[config.mk]
export PLATFORM = sky130hd
export DESIGN_NAME = m_timer
export DESIGN_NICKNAME = d
export VERILOG_FILES = /design/src/rtl/tc_pkg.sv /design/src/rtl/m_tc_prescaler.sv /design/src/rtl/m_timer.sv
export SDC_FILE = /design/constraint.sdc
export NUM_CORES = 1
export LEC_CHECK = 0
export CAP_MARGIN = 30
export CORE_MARGIN = 5
export CORE_UTILIZATION = 46
export CTS_BUF_LIST = sky130_fd_sc_hd__clkbuf_8 sky130_fd_sc_hd__clkbuf_16
export DETAILED_ROUTE_END_ITERATION = 8
export PLACE_DENSITY_LB_ADDON = 0.3
export SETUP_SLACK_MARGIN = 0.2
export SLEW_MARGIN = 25
export SYNTH_ARGS = -nofsm -noshare
export SYNTH_HDL_FRONTEND = slang
export SYNTH_HIERARCHICAL = 1
export SYNTH_SLANG_ARGS = --single-unit
[constraint.sdc]
create_clock -name clk -period 2.25 [get_ports clk]
set_clock_uncertainty 0.2 [all_clocks]
set_input_delay 0.225 -clock clk [delete_from_list [all_inputs] [get_ports clk]]
set_output_delay 0.225 -clock clk [all_outputs]
set_load 0.02 [all_outputs]
[src/rtl/tc_pkg.sv]
// Shared definitions for the m_timer countdown timer: register offsets, CTRL fields,
// MODE encodings and FSM states. CTRL[7:4] (PSC) exists only when TC_PRESCALE_EN is defined.
package tc_pkg;

    // Register offsets within the 16-byte window, selected by addr[3:2]
    localparam logic [1:0] TC_CTRL   = 2'd0;
    localparam logic [1:0] TC_PRESET = 2'd1;
    localparam logic [1:0] TC_COUNT  = 2'd2;

    // CTRL bit positions
    localparam int unsigned CTRL_EN      = 0;
    localparam int unsigned CTRL_MODE_LO = 1;
    localparam int unsigned CTRL_MODE_HI = 2;
    localparam int unsigned CTRL_IM      = 3;
    localparam int unsigned CTRL_PSC_LO  = 4;
    localparam int unsigned CTRL_PSC_HI  = 7;

    // MODE encodings; 2'b1x behaves as one-shot
    localparam logic [1:0] MODE_ONESHOT = 2'b00;
    localparam logic [1:0] MODE_AUTO    = 2'b01;

`ifdef TC_PRESCALE_EN
    localparam logic [7:0] CTRL_MASK = 8'hFF;
`else
    localparam logic [7:0] CTRL_MASK = 8'h0F;
`endif

    typedef enum logic [1:0] {
        IDLE,
        LOAD,
        CNT,
        INT
    } tc_state_e;

    // Replace each byte of cur whose enable is set with the matching byte of wdata
    function automatic logic [31:0] byte_merge(input logic [31:0] cur,
                                               input logic [31:0] wdata,
                                               input logic [3:0]  byteen);
        logic [31:0] res;
        res = cur;
        for (int i = 0; i < 4; i++) begin
            if (byteen[i]) begin
                res[8*i +: 8] = wdata[8*i +: 8];
            end
        end
        return res;
    endfunction

endpackage

[src/rtl/m_tc_prescaler.sv]
// Prescale counter for m_timer: ticks once every psc+1 cycles while run is high,
// and sits at zero whenever run is low.
module m_tc_prescaler (
    input  logic       clk,
    input  logic       reset,
    input  logic       run,
    input  logic [3:0] psc,
    output logic       tick
);

    logic [3:0] cnt_q, cnt_d;

    assign tick = run && (cnt_q == psc);

    always_comb begin
        cnt_d = cnt_q;
        if (!run || tick) begin
            cnt_d = 4'd0;
        end else begin
            cnt_d = cnt_q + 4'd1;
        end
    end

    always_ff @(posedge clk or posedge reset) begin
        if (reset) begin
            cnt_q <= 4'd0;
        end else begin
            cnt_q <= cnt_d;
        end
    end

endmodule

[src/rtl/m_timer.sv]
// Memory-mapped countdown timer on the M-stage data bus with interrupt to CP0.
// Optional prescaler on CTRL[7:4] is enabled by defining TC_PRESCALE_EN.
module m_timer
    import tc_pkg::*;
#(
    parameter logic [31:0] BASE_ADDR = 32'h0000_7F00
) (
    input  logic        clk,
    input  logic        reset,
    input  logic [31:0] addr,
    input  logic [31:0] wdata,
    input  logic [3:0]  byteen,
    output logic [31:0] rdata,
    output logic        irq
);

    tc_state_e   state_q, state_d;
    logic [7:0]  ctrl_q, ctrl_d;
    logic [31:0] preset_q, preset_d;
    logic [31:0] count_q, count_d;
    logic        irq_flag_q, irq_flag_d;

    logic hit;
    logic wr;
    logic wr_ctrl;
    logic wr_preset;
    logic en;
    logic auto_mode;
    logic run;
    logic tick;
    logic set_flag;
    logic unused_addr;

    assign unused_addr = ^addr[1:0];

    assign hit       = (addr[31:4] == BASE_ADDR[31:4]);
    assign wr        = hit && (byteen != 4'b0000);
    assign wr_ctrl   = wr && (addr[3:2] == TC_CTRL);
    assign wr_preset = wr && (addr[3:2] == TC_PRESET);

    assign en        = ctrl_q[CTRL_EN];
    assign auto_mode = (ctrl_q[CTRL_MODE_HI:CTRL_MODE_LO] == MODE_AUTO);
    assign run       = (state_q == CNT) && en;

`ifdef TC_PRESCALE_EN
    m_tc_prescaler u_prescaler (
        .clk   (clk),
        .reset (reset),
        .run   (run),
        .psc   (ctrl_q[CTRL_PSC_HI:CTRL_PSC_LO]),
        .tick  (tick)
    );
`else
    assign tick = 1'b1;
`endif

    always_comb begin
        state_d    = state_q;
        ctrl_d     = ctrl_q;
        preset_d   = preset_q;
        count_d    = count_q;
        irq_flag_d = irq_flag_q;
        set_flag   = 1'b0;

        // A cleared EN pulls every active state back to IDLE on the next edge
        unique case (state_q)
            IDLE: begin
                if (en) begin
                    state_d = LOAD;
                end
            end
            LOAD: begin
                if (!en) begin
                    state_d = IDLE;
                end else begin
                    count_d = preset_q;
                    state_d = CNT;
                end
            end
            CNT: begin
                if (!en) begin
                    state_d = IDLE;
                end else if (tick) begin
                    if (count_q == 32'd0) begin
                        state_d  = INT;
                        set_flag = 1'b1;
                    end else begin
                        count_d = count_q - 32'd1;
                    end
                end
            end
            INT: begin
                if (auto_mode) begin
                    irq_flag_d = 1'b0;
                end
                if (!en) begin
                    state_d = IDLE;
                end else if (auto_mode) begin
                    state_d = LOAD;
                end else begin
                    ctrl_d[CTRL_EN] = 1'b0;
                    state_d         = IDLE;
                end
            end
            default: state_d = IDLE;
        endcase

        // Bus writes override the one-shot EN auto-clear; a fresh INT entry beats the clear
        if (wr_ctrl || wr_preset) begin
            irq_flag_d = 1'b0;
        end
        if (set_flag) begin
            irq_flag_d = 1'b1;
        end
        if (wr_ctrl && byteen[0]) begin
            ctrl_d = wdata[7:0] & CTRL_MASK;
        end
        if (wr_preset) begin
            preset_d = byte_merge(preset_q, wdata, byteen);
        end
    end

    always_ff @(posedge clk or posedge reset) begin
        if (reset) begin
            state_q    <= IDLE;
            ctrl_q     <= 8'h00;
            preset_q   <= 32'h0;
            count_q    <= 32'h0;
            irq_flag_q <= 1'b0;
        end else begin
            state_q    <= state_d;
            ctrl_q     <= ctrl_d;
            preset_q   <= preset_d;
            count_q    <= count_d;
            irq_flag_q <= irq_flag_d;
        end
    end

    always_comb begin
        rdata = 32'h0;
        if (hit) begin
            unique case (addr[3:2])
                TC_CTRL:   rdata = {24'h0, ctrl_q & CTRL_MASK};
                TC_PRESET: rdata = preset_q;
                TC_COUNT:  rdata = count_q;
                default:   rdata = 32'h0;
            endcase
        end
    end

    assign irq = irq_flag_q & ctrl_q[CTRL_IM];

endmodule

==> run summary <==
fin util - 83.06%
Fmax achieved - 0.3800 GHz
Post-Syn Nets - 543
clk buf depth - 2
Post-Syn Instances - 472
clock power share - 45.4%
layout cell share with drive strength beyond 1 - 48.74%
pin count of the biggest net entering global routing - 72
hpwl dp - 10040 um
Synth Area per Inst - 9.244 um^2
post-synthesis register bit count - 71
Lkg Pwr - 3.236 nW
Distinct cells, synth - 52
period utilisation layout - 117.0%
final setup fails - 100
total of max-cap violations - 0
Placer Congestion - 0.9174
Post-Place Cells - 748
top cell type's share of synthesized area - 40.72%
flop2flop setup slack - -0.38 ns
nets - 741
P_int - 2.072 mW
CP Launch Type - flop
Slew Viols, Final - 0
CTS Buf Count - 9
number of synthesized flops with an enable pin - 0
Overall Power - 2.717 mW
Initial Util - 47.22%
grt ovf - 0
# fillers - 456
Die Y - 107.4 um
WS Path Type - flop to flop
combinational cell fraction of total power - 7.7%
fin worst setup slack - -0.3814 ns
ANT nets after route - 0
Area Overhead vs Synth - 75.91%
Syn. warnings - 6
area of the core - 9240 um^2
Worst VDD drop - 0.3525 mV
Worst-Skew Late Latency - 0.37 ns
status - complete, but fails checks
Detailed Routing Iterations Pass 1 - 7
RSZ-0062 raised after global routing - yes
P per Cell Area - 354.0 nW/um^2
final hold vios - 0
Worst-Margin Slew - 0.5169 ns
initial antenna violation count - 0
sequential share of power - 46.9%
ys async rst share - 100.0%
synthesized area - 4363 um^2
die width - 107.4 um
HP Class - input port to asynchronous set/reset pin
Area contributors post-synth - dfrtp_1 41%, mux2_2 9.0%, nor2_1 6.8%
Rel. slew slack - 65.28%
Setup TNS - -14.01 ns
# clock sinks - 71
NetSw - 0.6455 mW
# rows - 35
sequential area share after synthesis - 40.72%
vias in the first global route - 5294
I/O pin cnt - 103
H-tree levels - 3
critical-path maximum fanout - 5
switching part of the total - 23.76%
First DRT Iteration DRCs - 519
register area - 1777 um^2
area of the multi-input gates - 3137 um^2
global-route wire length before repair - 27030 um
Vias/cell - 6.537
Req. time, crit path - 2.30 ns
number of port buffers - 100
gr usage total - 29.53%
Reg clk slew, reported paths - 0.09 ns
vias - 5256
Die Area - 11530 um^2
cell taking the most area after synthesis - dfrtp_1
ys flop type - dfrtp_1
Arr. time, crit path - 2.68 ns
n_diodes - 0
CTS root buf - clkbuf_8
WL per Instance - 23.56 um
CTS tree - built
Total Wirelength - 18940 um
failing checks - setup timing
minimum clock period - 2.631 ns
Worst Setup End Kind - flop
Remaining DRCs - 0
final cell count without fillers - 804
-- power by group through the flow --
stage	registers (mW)	clock network, mW	logic [mW]
3_3_place_gp	1.30	0	0.205
4_1_cts	1.27	1.21	0.201
5_1_grt	1.27	1.29	0.222
2_1_floorplan	1.30	0	0.0527
3_5_place_dp	1.30	0	0.208
6_report	1.27	1.23	0.210
-- kinds of logic after synthesis --
| family | share of synthesized area [%] |
|---|---|
| DFF | 40.72 |
| adders and majority gates | 0.2867 |
| buffers and inverters | 4.789 |
| and+or+nand+nor | 22.40 |
| AOI/OAI and AO/OA | 21.39 |
| muxes | 10.41 |
-- repair_timing --
| action | in CTS | in global routing |
|---|---|---|
| pin swaps | 54 | 27 |
| hold buffers | 0 | 0 |
| cloned | 8 | 0 |
| gates resized for setup | 322 | 46 |
| endpoints found under the setup margin | 102 | 102 |
| buffers inserted | 25 | 7 |
| endpoints found under the hold margin | 0 | 0 |
-- registers in the layout, indices dropped and copies added (netlist names) --
signal,cells
count_q,32
state_q,2
irq_flag_q,1
ctrl_q,4
preset_q,32
-- cell usage after synthesis (2+ instances only) --
library cell / n
a211oi_1: 7
a21oi_1: 22
a22oi_1: 36
a2bb2oi_1: 4
a31oi_1: 14
a32oi_1: 2
buf_1: 2
buf_2: 5
buf_4: 3
clkbuf_1: 26
dfrtp_1: 71
inv_1: 12
mux2_2: 35
mux2i_1: 6
nand2_1: 6
nand2b_1: 2
nand3_1: 5
nand4_1: 9
nand4b_1: 2
nor2_1: 79
nor2b_1: 6
nor3_1: 26
nor3_4: 4
nor4_1: 12
nor4_2: 2
nor4_4: 2
o21ai_0: 16
o22a_1: 12
o22ai_1: 5
o31ai_1: 13
or3_1: 3
or4_1: 3
-- routing by layer --
layer | vias up | GRT usage [%] | part of all wire (%)
li1 | 2175 | - | -
met4 | 0 | 12.44 | 4.7
met2 | 389 | 50.89 | 50
met1 | 2590 | 35.61 | 36
met3 | 102 | 6.359 | 9.6
met5 | - | 0 | 0
-- worst paths after layout --
path	startpoint	endpoint	cells past startpoint
worst max-delay path	count_q[10]	count_q[0]	7
worst max register to register	count_q[10]	count_q[0]	7
worst min-delay path	reset	preset_q[24]	3
worst min register to register	ctrl_q[3]	ctrl_q[3]	1
min in group clk	wdata[29]	preset_q[29]	2
max in group asynchronous	reset	preset_q[8]	3
-- area by class of cell --
type                       instances  area share, %
multi-input combinational        352          40.87
sequential                        71          23.15
timing repair buffer             224          30.22
inverter                          12         0.6358
clock buffer                      11          1.973
clock inverter                     5          1.043
tap                              129          2.103
-- cells in the final DEF (no fill, tap or decap), types with 9 or more instances in the layout --
master,Yosys,routed
buf_4,3,73
dfrtp_1,71,71
buf_6,1,66
nor2_1,79,46
clkdlybuf4s50_1,0,40
mux2_4,0,35
a22oi_1,36,35
nor2_4,0,34
a21oi_1,22,18
nor3_1,26,17
buf_12,0,15
a31oi_1,14,13
o22a_1,12,12
clkbuf_8,0,11
o21ai_2,0,10
inv_1,12,9
nand4_1,9,9
-- metrics by stage --
step | hold WS, ns | worst slack [ns] | area, um^2
floorplan | 0.1560 | -0.1496 | 4807
global placement | 0.3144 | -0.7671 | 6504
detailed placement | 0.3241 | -0.7709 | 6504
CTS | 0.1376 | -0.1411 | 7423
global route | 0.1540 | -0.3479 | 7675
finish | 0.1157 | -0.3814 | 7675
-- critical path, cell delays in order, from the launching register on --
cell and delay [ns]:
dfrtp_1 0.43, nor3_1 0.46, nand4_1 0.32, nor4b_4 0.45
buf_4 0.19, buf_8 0.13, nor3_4 0.03, a211o_1 0.31
No activity file was read; power rests on OpenSTA's default activity.
